`src/rtl/debug_cmd_ctrl.sv`:
```
// UART debug command controller: decodes single-byte commands and drives processor run/step control, PC and cycle-counter readout.
// Latency: first tx_start is asserted 3 cycles after a command byte is captured (DECODE, LOAD, SEND); enable changes 2 edges after capture.
// Backpressure: every response byte waits for tx_done in WAIT_TX; command bytes that arrive while busy are dropped.
//
// Ports:
//   clk          single clock, rising edge
//   reset        synchronous active-high reset
//   rx_dato_out  received command byte, valid while rx_done=1
//   rx_done      RX byte-complete flag; a byte is its 0->1 transition
//   tx_done      TX byte-complete flag, only looked at in WAIT_TX
//   pc_value     program counter of the processor under debug
//   enable       registered processor clock-enable (run OR step)
//   tx_dato_in   byte to transmit, held from LOAD until tx_done
//   tx_start     one-cycle transmit request
//   busy         high whenever the controller is not idle
module debug_cmd_ctrl #(
   parameter int DW = 32
) (
   input  logic          clk,
   input  logic          reset,
   input  logic [7:0]    rx_dato_out,
   input  logic          rx_done,
   input  logic          tx_done,
   input  logic [DW-1:0] pc_value,
   output logic          enable,
   output logic [7:0]    tx_dato_in,
   output logic          tx_start,
   output logic          busy
);

   localparam int         NB   = DW / 8;
   localparam logic [2:0] NB_L = 3'(NB);

   localparam logic [7:0] CMD_RUN  = 8'h63;  // 'c'
   localparam logic [7:0] CMD_HALT = 8'h68;  // 'h'
   localparam logic [7:0] CMD_STEP = 8'h73;  // 's'
   localparam logic [7:0] CMD_PC   = 8'h70;  // 'p'
   localparam logic [7:0] CMD_CNT  = 8'h72;  // 'r'
   localparam logic [7:0] CMD_ZERO = 8'h7A;  // 'z'
   localparam logic [7:0] RSP_UNK  = 8'h3F;  // '?'

   typedef enum logic [2:0] {
      IDLE,
      DECODE,
      LOAD,
      SEND,
      WAIT_TX
   } state_t;

   state_t        state;
   logic [7:0]    cmd;
   logic          rx_done_q;
   logic          run;
   logic          step;
   logic [DW-1:0] cnt;
   logic [DW-1:0] shreg;     // response bytes, next byte in the top 8 bits
   logic [2:0]    left;      // response bytes still to be loaded

   logic          run_nxt;
   logic          step_nxt;
   logic          clr_cnt;
   logic          rx_rise;

   assign rx_rise = rx_done & ~rx_done_q;
   assign busy    = (state != IDLE);

   // Run/step/clear effects of the command being decoded. Computed here so
   // that enable can be registered from the same next-state values as
   // run and step, keeping enable == run | step at all times.
   always_comb begin
      run_nxt  = run;
      step_nxt = 1'b0;
      clr_cnt  = 1'b0;
      if (state == DECODE) begin
         case (cmd)
            CMD_RUN:  run_nxt  = 1'b1;
            CMD_HALT: run_nxt  = 1'b0;
            CMD_STEP: step_nxt = ~run;
            CMD_ZERO: clr_cnt  = 1'b1;
            default:  ;
         endcase
      end
   end

   always_ff @(posedge clk) begin
      if (reset) begin
         state      <= IDLE;
         cmd        <= 8'h00;
         rx_done_q  <= 1'b0;
         run        <= 1'b0;
         step       <= 1'b0;
         enable     <= 1'b0;
         cnt        <= '0;
         shreg      <= '0;
         left       <= 3'd0;
         tx_dato_in <= 8'h00;
         tx_start   <= 1'b0;
      end else begin
         rx_done_q <= rx_done;
         run       <= run_nxt;
         step      <= step_nxt;   // self-clears: only set out of DECODE
         enable    <= run_nxt | step_nxt;
         tx_start  <= 1'b0;

         // Clear beats the increment when 'z' decodes while running.
         if (clr_cnt)
            cnt <= '0;
         else if (enable)
            cnt <= cnt + DW'(1);

         case (state)
            IDLE: begin
               if (rx_rise) begin
                  cmd   <= rx_dato_out;
                  state <= DECODE;
               end
            end
            DECODE: begin
               case (cmd)
                  CMD_PC: begin
                     shreg <= pc_value;
                     left  <= NB_L;
                  end
                  CMD_CNT: begin
                     shreg <= cnt;
                     left  <= NB_L;
                  end
                  CMD_RUN, CMD_HALT, CMD_STEP, CMD_ZERO: begin
                     shreg <= DW'(cmd) << (DW - 8);
                     left  <= 3'd1;
                  end
                  default: begin
                     shreg <= DW'(RSP_UNK) << (DW - 8);
                     left  <= 3'd1;
                  end
               endcase
               state <= LOAD;
            end
            LOAD: begin
               tx_dato_in <= shreg[DW-1 -: 8];
               shreg      <= shreg << 8;
               left       <= left - 3'd1;
               tx_start   <= 1'b1;    // high during the SEND cycle
               state      <= SEND;
            end
            SEND: begin
               state <= WAIT_TX;
            end
            WAIT_TX: begin
               if (tx_done)
                  state <= (left != 3'd0) ? LOAD : IDLE;
            end
            default: state <= IDLE;
         endcase
      end
   end

endmodule

```
`config.mk`:
```
export PLATFORM = sky130hd
export DESIGN_NAME = debug_cmd_ctrl
export DESIGN_NICKNAME = d
export VERILOG_FILES = /design/src/rtl/debug_cmd_ctrl.sv
export SDC_FILE = /design/constraint.sdc
export NUM_CORES = 1
export LEC_CHECK = 0
export CAP_MARGIN = 20
export CORE_UTILIZATION = 40
export DETAILED_ROUTE_END_ITERATION = 12
export GPL_TIMING_DRIVEN = 0
export SETUP_SLACK_MARGIN = 0.4
export SLEW_MARGIN = 10
export SYNTH_ARGS = -nofsm -noshare
export SYNTH_HDL_FRONTEND = slang
export SYNTH_SLANG_ARGS = --single-unit
```
`constraint.sdc`:
```
create_clock -name clk -period 5.11 [get_ports clk]
set_input_delay 1.022 -clock clk [delete_from_list [all_inputs] [get_ports clk]]
set_output_delay 1.022 -clock clk [all_outputs]
set_load 0.02 [all_outputs]
```
==> impl_metrics.py, run 1 <==
metrics = {
    "power_and_ir_drop": {
        "swShare_pct": 27.3,
        "p_leak_nw": 1.67,
        "power.internal_uw": 991,
        "p_sw_uw": 372,
        "comb_power_share_pct": 13.7,
        "p_clk_share_pct": 33.0,
        "seqPwrFrac_pct": 53.3,
        "vdd_drop_max_uv": 114,
        "power_density_nw_per_um2": 271,
    },
    "cells_and_area": {
        "fillers": 974,
        "areaGrowthSynthToFinish_pct": 21.1,
        "final_cell_mix": "dfxtp_1, nor2_1, clkdlybuf4s50_1",
        "post-route-util_pct": 50.7,
        "finalNetCount": 581,
        "drive_gt1_share_pct": 8.55,
        "antenna_cells": 0,
        "mostFrequentLayoutCell": "dfxtp_1",
    },
    "global_routing": {
        "grt_pass1_vias": 3407,
        "grt_pass1_wl_mm": 17.2,
        "grt_util_all_layers_pct": 20.3,
        "grt_max_degree": 16,
        "antenna_found_initial": 0,
        "grt_overflow_total": 0,
    },
    "clocking": {
        "clk_pin_slew_worst_paths_ns": 0.09,
        "root_buffer": "clkbuf_8",
        "cts_buffers": 9,
        "h-tree-depth": 3,
        "cts_sinks": 90,
        "clk_latency_ns": 0.36,
        "cts.hold.buffers_added": 0,
        "ctsResizeCount": 0,
        "tritoncts": "yes",
        "cts_buffer_depth": 2,
        "post_cts.repair.setup_buffers": 0,
    },
    "yosys": {
        "synthFlopType": "dfxtp_1",
        "ys_seq_area_share_pct": 43.4,
        "synthTopCellsByArea": "dfxtp_1, mux2i_1, nor2_1, xnor2_1, nand2_1",
        "synth_seq_cells": 90,
        "synth.distinct_cells": 49,
        "syn_avg_cell_area_um2": 8.84,
        "syn_nets": 517,
        "netlist_area_um2": 4150,
        "synth_warnings": 0,
        "netlist.area_leader.share_pct": 43.4,
        "async_flop_share_pct": 0,
        "netlist_instances": 470,
        "yosysTopAreaCell": "dfxtp_1",
        "synth_edf_count": 0,
    },
    "die": {
        "num_io_pins": 55,
        "core_area_um2": 9910,
        "die_y_um": 104,
        "start_util_pct": 41.9,
        "dieArea_um2": 10800,
        "die_w_um": 104,
        "rows": 36,
    },
    "job": {
        "maxCapViolCount": 0,
    },
    "sta": {
        "max_freq_mhz": 361,
        "tightest_slew_ns": 0.872,
        "slew_headroom_pct": 41.4,
        "hold_viol": 0,
        "skew_ns": 0.0102,
        "setup_viol": 0,
        "timing.final.crit_share_pct": 54.2,
        "rsz0062_at_grt": "no",
        "fin_crit_ns": 2.77,
        "drv_slew": 0,
        "tns_ns": 0,
    },
    "detailed_routing": {
        "drtIter0Drc": 160,
        "vias": 3531,
        "ant_nets": 0,
        "wl_mm": 10.7,
        "wl_per_cell_um": 16.0,
        "via_per_inst": 5.26,
        "drc_errors": 0,
        "drt-met1-wl_mm": 5.22,
        "wl_met3_um": 396,
        "firstDrtPassIters": 4,
        "top_layer": "met4",
        "wl_met2_mm": 4.96,
    },
    "min_path": {
        "hp-class": "flip-flop to flip-flop",
        "hold_path_depth": 2,
    },
    "place": {
        "dpl.hpwl_mm": 8.14,
        "gp_congestion": 0.822,
        "portBuffers": 53,
    },
    "setup_path": {
        "cp_data_required_time_ns": 4.09,
        "critPathArrivalTime_ns": 1.75,
        "reg2reg_depth": 5,
        "endpoint_kind": "primary output",
        "path_max_fanout": 10,
        "startpoint_type": "flip-flop",
        "critPathKind": "flip-flop to primary output",
    },
    "status": {
        "status": "finished clean",
    },
}
[worst paths after layout]
check	start	end	slack, ns
setup / recovery	state[0]$_SDFFE_PP0P_	busy	2.34
hold / removal	tx_dato_in[2]$_SDFFE_PP0P_	tx_dato_in[2]$_SDFFE_PP0P_	0.46
hold reg to reg	tx_dato_in[2]$_SDFFE_PP0P_	tx_dato_in[2]$_SDFFE_PP0P_	0.46
setup reg to reg	cmd[1]$_SDFFE_PP0P_	shreg[23]$_SDFFE_PP0P_	2.78
[state kept, by name, indices dropped and copies added (netlist names)]
register and cells:
cmd 8, state 3, shreg 32, rx_done_q 1
tx_dato_in 8, left 3, run 1, enable 1
cnt 32, tx_start 1
[cell usage after synthesis, types with 8 or more instances]
master     n
o22ai_1   19
nor3_1    15
nor2_1    61
xor2_1    10
buf_2     10
a22oi_1   16
a21oi_1   23
nand2_1   43
nand4_1    8
mux2i_1   34
clkbuf_1  21
nand3_1   10
xnor2_1   21
o21ai_0    9
dfxtp_1   90
[critical path, cell delays in order (launching register included)]
cell             delay [ns]
dfxtp_1                0.31
buf_2                  0.16
or3_1                  0.37
clkdlybuf4s50_1        0.54
[cell type report]
class / count / area (um2) / area share, %
Multi-Input combinational cell: 339 / 2160 / 43.0
Sequential cell: 90 / 1800 / 35.8
Timing Repair Buffer: 53 / 531 / 10.5
Buffer: 35 / 166 / 3.31
Tap cell: 133 / 166 / 3.31
Clock buffer: 10 / 138 / 2.74
Clock inverter: 5 / 40.0 / 0.796
Inverter: 6 / 22.5 / 0.448
[cell families (layout without fill, tap and decap cells)]
group	count (synthesis)	after routing	share of synthesized area (%)
AO/OA/AOI/OAI	91	91	14.6
flip-flops	90	90	43.4
buffers and inverters	41	109	4.55
AND/OR/NAND/NOR	176	176	20.7
XOR/XNOR	31	31	6.54
multiplexers	38	38	9.28
adder cells (fa/ha/maj)	3	3	0.904
[power groups by stage]
stage | logic [mW] | clock network, mW | registers (mW)
floorplan | 0.111 | 0 | 0.741
global placement | 0.183 | 0 | 0.742
detailed placement | 0.185 | 0 | 0.743
CTS | 0.186 | 0.457 | 0.726
global route | 0.201 | 0.489 | 0.728
finish | 0.186 | 0.450 | 0.727
[through the flow]
step	hold WS, ns	std cells	total power, mW	worst slack [ns]	cell area [um2]
after floorplan	0.420	470	0.852	2.92	4150
after global placement	0.440	656	0.926	2.37	4850
after detailed placement	0.443	656	0.928	2.38	4850
after CTS	0.459	671	1.37	2.31	5030
after global routing	0.475	671	1.42	2.26	5030
final	0.455	671	1.36	2.34	5030
[routing by layer]
metal | up-vias | GRT usage (%)
li1 | 1795 | -
met1 | 1655 | 27.5
met2 | 68 | 32.4
met3 | 13 | 4.39
met4 | 0 | 5.61
met5 | - | 0
(Power assumes the default switching activity.)
==> run 2: changes to the inputs <==
Clock period 5.11 ns to 2.6 ns, I/O delays scaled along.
==> run 2 against run 1 <==
Effect of this change: register-to-register slack lost 2.3 ns; critical path type is now flip-flop to flip-flop; wire length shrank 0.45%; via count shrank 0.34%; combinational power grew 96%; sequential cell count is the same; largest power group unchanged; setup slack lost 1.8 ns; clock skew is essentially flat.
==> impl_metrics.py, run 2 (synthesis results as in run 1) <==
metrics = {
    "cells_and_area": {
        "seq_area_um2": 1800,
        "final_cell_mix": "dfxtp_1, nor2_1, clkdlybuf4s50_1",
        "fillers": 971,
        "areaGrowthSynthToFinish_pct": 21.2,
        "finalNetCount": 581,
        "reg_top3": "cnt: 32 flops, shreg: 32 flops",
        "drive_gt1_share_pct": 9.11,
        "mostFrequentLayoutCell": "dfxtp_1",
        "multiInputGateArea_um2": 2170,
        "antenna_cells": 0,
    },
    "sta": {
        "worst_slack_ns": 0.526,
        "drv_slew": 0,
        "hold_slack_ns": 0.455,
        "hold_viol": 0,
        "slew_headroom_pct": 42.2,
        "timing.final.crit_share_pct": 79.8,
        "max_freq_mhz": 482,
        "fin_crit_ns": 2.07,
        "tns_ns": 0,
        "setup_viol": 0,
        "tightest_slew_ns": 0.859,
        "skew_ns": 0.00987,
        "rsz0062_at_grt": "yes",
    },
    "setup_path": {
        "cp_cell_sequence": "nand4bb_1 -> or4b_1 -> buf_6 -> nor2_1 -> a41o_2 -> buf_2 -> nor2_1",
        "cp_data_required_time_ns": 2.86,
        "critPathKind": "flip-flop to flip-flop",
        "cpMaxStageDelayCell": "or4b_1",
        "rr_startpoint": "cmd[2]$_SDFFE_PP0P_",
        "path_max_fanout": 10,
        "max_stage_delay_ns": 0.52,
        "reg2reg_depth": 7,
        "startpoint": "cmd[2]$_SDFFE_PP0P_",
        "crit_cells": 7,
        "path_common_cell": "nor2_1",
        "critPathArrivalTime_ns": 2.33,
        "critical-path-top-delay-family": "simple AND/OR/NAND/NOR gates",
        "endpoint_kind": "flip-flop",
        "critPathBufInv": 2,
        "startpoint_type": "flip-flop",
    },
    "detailed_routing": {
        "wl_per_cell_um": 15.9,
        "drc_errors": 0,
        "ant_nets": 0,
        "vias": 3519,
        "firstDrtPassIters": 4,
        "drtIter0Drc": 151,
        "via_per_inst": 5.24,
        "wl_mm": 10.7,
    },
    "min_path": {
        "hold_path_depth": 2,
        "hold_start": "tx_dato_in[2]$_SDFFE_PP0P_",
        "hp-class": "flip-flop to flip-flop",
    },
    "global_routing": {
        "grt_pass1_wl_mm": 17.2,
        "grt_max_degree": 16,
        "antenna_found_initial": 0,
        "grt_overflow_total": 0,
        "grt_util_all_layers_pct": 20.3,
        "grt_pass1_vias": 3407,
    },
    "power_and_ir_drop": {
        "vdd_drop_max_uv": 224,
        "p_leak_nw": 1.68,
        "power_density_nw_per_um2": 531,
    },
    "clocking": {
        "cts.hold.buffers_added": 0,
        "cts_sinks": 90,
        "cts_buffers": 9,
        "h-tree-depth": 3,
        "cts_buffer_depth": 2,
        "root_buffer": "clkbuf_8",
        "clk_pin_slew_worst_paths_ns": 0.09,
        "clk_latency_ns": 0.36,
        "tritoncts": "yes",
    },
    "place": {
        "gp_congestion": 0.822,
        "dpl.hpwl_mm": 8.14,
        "dp_slack_ns": 0.321,
        "portBuffers": 53,
    },
    "die": {
        "dieArea_um2": 10800,
        "rows": 36,
        "start_util_pct": 41.9,
        "core_area_um2": 9910,
        "die_y_um": 104,
        "num_io_pins": 55,
        "die_w_um": 104,
    },
    "job": {
        "maxCapViolCount": 0,
    },
    "status": {
        "status": "finished clean",
    },
}
-- run 2: cell types whose count changed in the layout (fill, tap and decap cells not counted), sizes merged --
cell / delta
buf: -1
clkbuf: +1
clkdlybuf4s50: -1
dlygate4sd2: +1
-- run 2: metal layers --
| metal | GRT usage (%) | vias up | routed length (um) |
|---|---|---|---|
| met5 | 0 | - | 0 |
| met2 | 32.4 | 71 | 4980 |
| met4 | 5.61 | 0 | 161 |
| li1 | - | 1795 | - |
| met3 | 4.39 | 13 | 443 |
| met1 | 27.5 | 1640 | 5110 |
-- run 2: report_power, final --
group          switching [mW]  internal, mW
combinational           0.202         0.164
clock                   0.506         0.373
sequential             0.0182          1.41
-- run 2: worst paths after layout --
kind,endpoint,slack (ns)
worst max-delay path,cnt[11]$_SDFFE_PP0P_,0.53
worst min-delay path,tx_dato_in[2]$_SDFFE_PP0P_,0.46
worst min register to register,tx_dato_in[2]$_SDFFE_PP0P_,0.46
worst max register to register,cnt[11]$_SDFFE_PP0P_,0.53
-- run 2: worst register-to-register path, delay by kind of cell (launching register included) --
family	cells	cell delay [ns]
buf+inv	2	0.40
simple gates	4	0.97
flops	1	0.32
compound gates	1	0.28
-- run 2: stage by stage --
step	instances	utilization [%]	power, mW	instance area, um2
global placement	656	49.0	1.82	4850
CTS	671	50.7	2.69	5030
detailed placement	656	49.0	1.82	4850
floorplan	470	-	1.67	4150
finish	671	50.8	2.67	5030
global route	671	50.8	2.79	5030
-- run 2: area by class of cell --
| cell class | instances | share of cell area, % |
|---|---|---|
| clock inverter | 5 | 0.795 |
| buffer | 35 | 3.38 |
| multi-input combinational | 339 | 43.0 |
| timing repair buffer | 53 | 10.5 |
| clock buffer | 10 | 2.73 |
| sequential | 90 | 35.8 |
| tap | 133 | 3.31 |
| inverter | 6 | 0.447 |
-- run 2: repair_timing --
action,CTS,global route
setup buffers,0,0
gates resized for setup,2,3
setup endpoints to repair,3,34
pin swaps,0,1
==> run 3: changes to the inputs <==
Clock period 2.6 ns to 2 ns, I/O delays scaled along.
==> run 3 against run 2 <==
Effect of this change: maximum frequency increased by 9.6%; core utilization increased by 7.0 points; wire length increased by 8.0%; first-iteration DRC count increased by 30%; global-route usage increased by 1.2 points; sequential power increased by 30%; critical path type unchanged; critical endpoint is now cnt[20]$_SDFFE_PP0P_; highest routed layer unchanged.
==> impl_metrics.py, run 3 (synthesis results as in run 1) <==
metrics = {
    "setup_path": {
        "critPathKind": "flip-flop to flip-flop",
        "rr_startpoint": "cmd[2]$_SDFFE_PP0P_",
        "critical-path-top-delay-family": "simple AND/OR/NAND/NOR gates",
        "max_stage_delay_ns": 0.50,
        "critPathBufInv": 2,
        "critPathArrivalTime_ns": 2.15,
        "endpoint_kind": "flip-flop",
        "cpMaxStageDelayCell": "or4b_4",
        "r2r-end": "cnt[20]$_SDFFE_PP0P_",
        "cp_cell_sequence": "nand4bb_4 -> or4b_4 -> buf_8 -> nor2_4 -> a41o_4 -> buf_6 -> nor2_1",
        "startpoint_type": "flip-flop",
        "reg2reg_depth": 7,
        "path_max_fanout": 8,
        "reg2reg_slack_ns": 0.11,
        "cp_data_required_time_ns": 2.25,
    },
    "power_and_ir_drop": {
        "power_density_nw_per_um2": 683,
        "p_leak_nw": 2.00,
        "vdd_drop_max_uv": 305,
    },
    "cells_and_area": {
        "fillers": 882,
        "final_cell_mix": "dfxtp_1, nand2_1, clkdlybuf4s50_1",
        "areaGrowthSynthToFinish_pct": 38.0,
        "multiInputGateArea_um2": 2460,
        "finalNetCount": 606,
        "final_cells": 696,
        "reg_top3": "cnt: 32 flops, shreg: 32 flops",
        "mostFrequentLayoutCell": "dfxtp_1",
        "drive_gt1_share_pct": 27.9,
        "seq_area_um2": 1830,
        "antenna_cells": 0,
    },
    "sta": {
        "max_freq_mhz": 529,
        "slew_headroom_pct": 59.4,
        "hold_viol": 0,
        "setup_viol": 0,
        "timing.final.crit_share_pct": 94.6,
        "hold_slack_ns": 0.397,
        "fin_crit_ns": 1.89,
        "tightest_slew_ns": 0.608,
        "skew_ns": 0.00696,
        "rsz0062_at_grt": "yes",
        "drv_slew": 0,
    },
    "clocking": {
        "clk_pin_slew_worst_paths_ns": 0.09,
        "tritoncts": "yes",
        "root_buffer": "clkbuf_8",
        "h-tree-depth": 3,
        "clk_latency_ns": 0.36,
        "cts.hold.buffers_added": 0,
        "cts_buffers": 9,
        "cts_sinks": 90,
        "cts_buffer_depth": 2,
    },
    "place": {
        "portBuffers": 53,
        "gp_congestion": 0.795,
        "dpl.hpwl_mm": 8.17,
        "post-place-cells": 656,
    },
    "global_routing": {
        "grt_pass1_wl_mm": 18.2,
        "antenna_found_initial": 0,
        "grt_pass1_vias": 3609,
        "grt_max_degree": 16,
        "grt_overflow_total": 0,
        "grt_util_all_layers_pct": 21.5,
    },
    "min_path": {
        "hold_path_depth": 2,
        "hold_start": "reset",
        "holdPathEnd": "shreg[24]$_SDFFE_PP0P_",
        "hp-class": "input port to flip-flop",
    },
    "die": {
        "rows": 36,
        "die_y_um": 104,
        "start_util_pct": 41.9,
        "core_area_um2": 9910,
        "die_w_um": 104,
        "dieArea_um2": 10800,
        "num_io_pins": 55,
    },
    "detailed_routing": {
        "firstDrtPassIters": 4,
        "via_per_inst": 5.32,
        "wl_per_cell_um": 16.6,
        "vias": 3705,
        "ant_nets": 0,
        "drc_errors": 0,
        "drtIter0Drc": 197,
        "wl_mm": 11.5,
    },
    "job": {
        "maxCapViolCount": 0,
    },
    "status": {
        "status": "finished clean",
    },
}
[run 3: changes by cell type in the layout (fill, tap and decap cells not counted), sizes merged]
cell / delta
buf: +26
clkdlybuf4s50: -10
dlygate4sd2: +9
bufinv: +3
clkinvlp: -2
clkbuf: -1
[run 3: power breakdown]
part	internal, mW	total, mW	switching [mW]
sequential	1.83	1.86	0.0281
combinational	0.277	0.568	0.291
clock	0.830	1.49	0.661
total	2.93	3.92	0.981
[run 3: worst max path at each step]
stage | cells past startpoint | slack [ns] | to | from
finish | 7 | 0.11 | cnt[20]$_SDFFE_PP0P_ | cmd[2]$_SDFFE_PP0P_
global route | 7 | 0.02 | shreg[21]$_SDFFE_PP0P_ | cmd[2]$_SDFFE_PP0P_
CTS | 7 | 0.07 | shreg[6]$_SDFFE_PP0P_ | cmd[2]$_SDFFE_PP0P_
detailed placement | 5 | -0.22 | shreg[19]$_SDFFE_PP0P_ | cmd[1]$_SDFFE_PP0P_
global placement | 5 | -0.18 | shreg[19]$_SDFFE_PP0P_ | cmd[1]$_SDFFE_PP0P_
floorplan | 7 | 0.21 | shreg[4]$_SDFFE_PP0P_ | cmd[2]$_SDFFE_PP0P_
[run 3: timing repair]
| action | CTS | global route |
|---|---|---|
| endpoints found under the setup margin | 97 | 86 |
| buffers inserted | 12 | 8 |
| pin swaps | 34 | 16 |
| cloned | 4 | 1 |
| resized for setup | 73 | 77 |
| hold endpoints to repair | 0 | 0 |
[run 3: cell type report]
| type | instances | share of cell area, % |
|---|---|---|
| clock inverters | 6 | 2.01 |
| clock buffers | 9 | 2.16 |
| plain buffers | 35 | 4.43 |
| flip-flops and latches | 90 | 31.9 |
| repair buffers | 78 | 13.3 |
| multi-input cells | 339 | 43.0 |
| inverters | 6 | 0.393 |
| well taps | 133 | 2.90 |
[run 3: metrics by stage]
stage / TNS [ns] / cell area, um2 / util [%] / total power [mW] / setup slack, ns
global route: 0 / 5730 / 57.8 / 4.06 / 0.0246
finish: 0 / 5730 / 57.8 / 3.92 / 0.108
CTS: 0 / 5450 / 54.9 / 3.91 / 0.0743
global placement: -2.46 / 4890 / 49.3 / 2.38 / -0.182
detailed placement: -3.23 / 4890 / 49.3 / 2.38 / -0.219
floorplan: 0 / 4190 / - / 2.19 / 0.213
[run 3: worst reg2reg max path: cells and delay by family (launching register included)]
family,cells,cell delay (ns)
AO/OA/AOI/OAI,1,0.30
buffers and inverters,2,0.31
flip-flops,1,0.33
AND/OR/NAND/NOR,4,0.85
[run 3: layer usage]
layer,track usage [%],wire length (um),up-vias
met4,8.88,180,0
li1,-,-,1844
met3,2.57,287,11
met2,37.5,5800,68
met5,0,0,-
met1,26.7,5280,1782
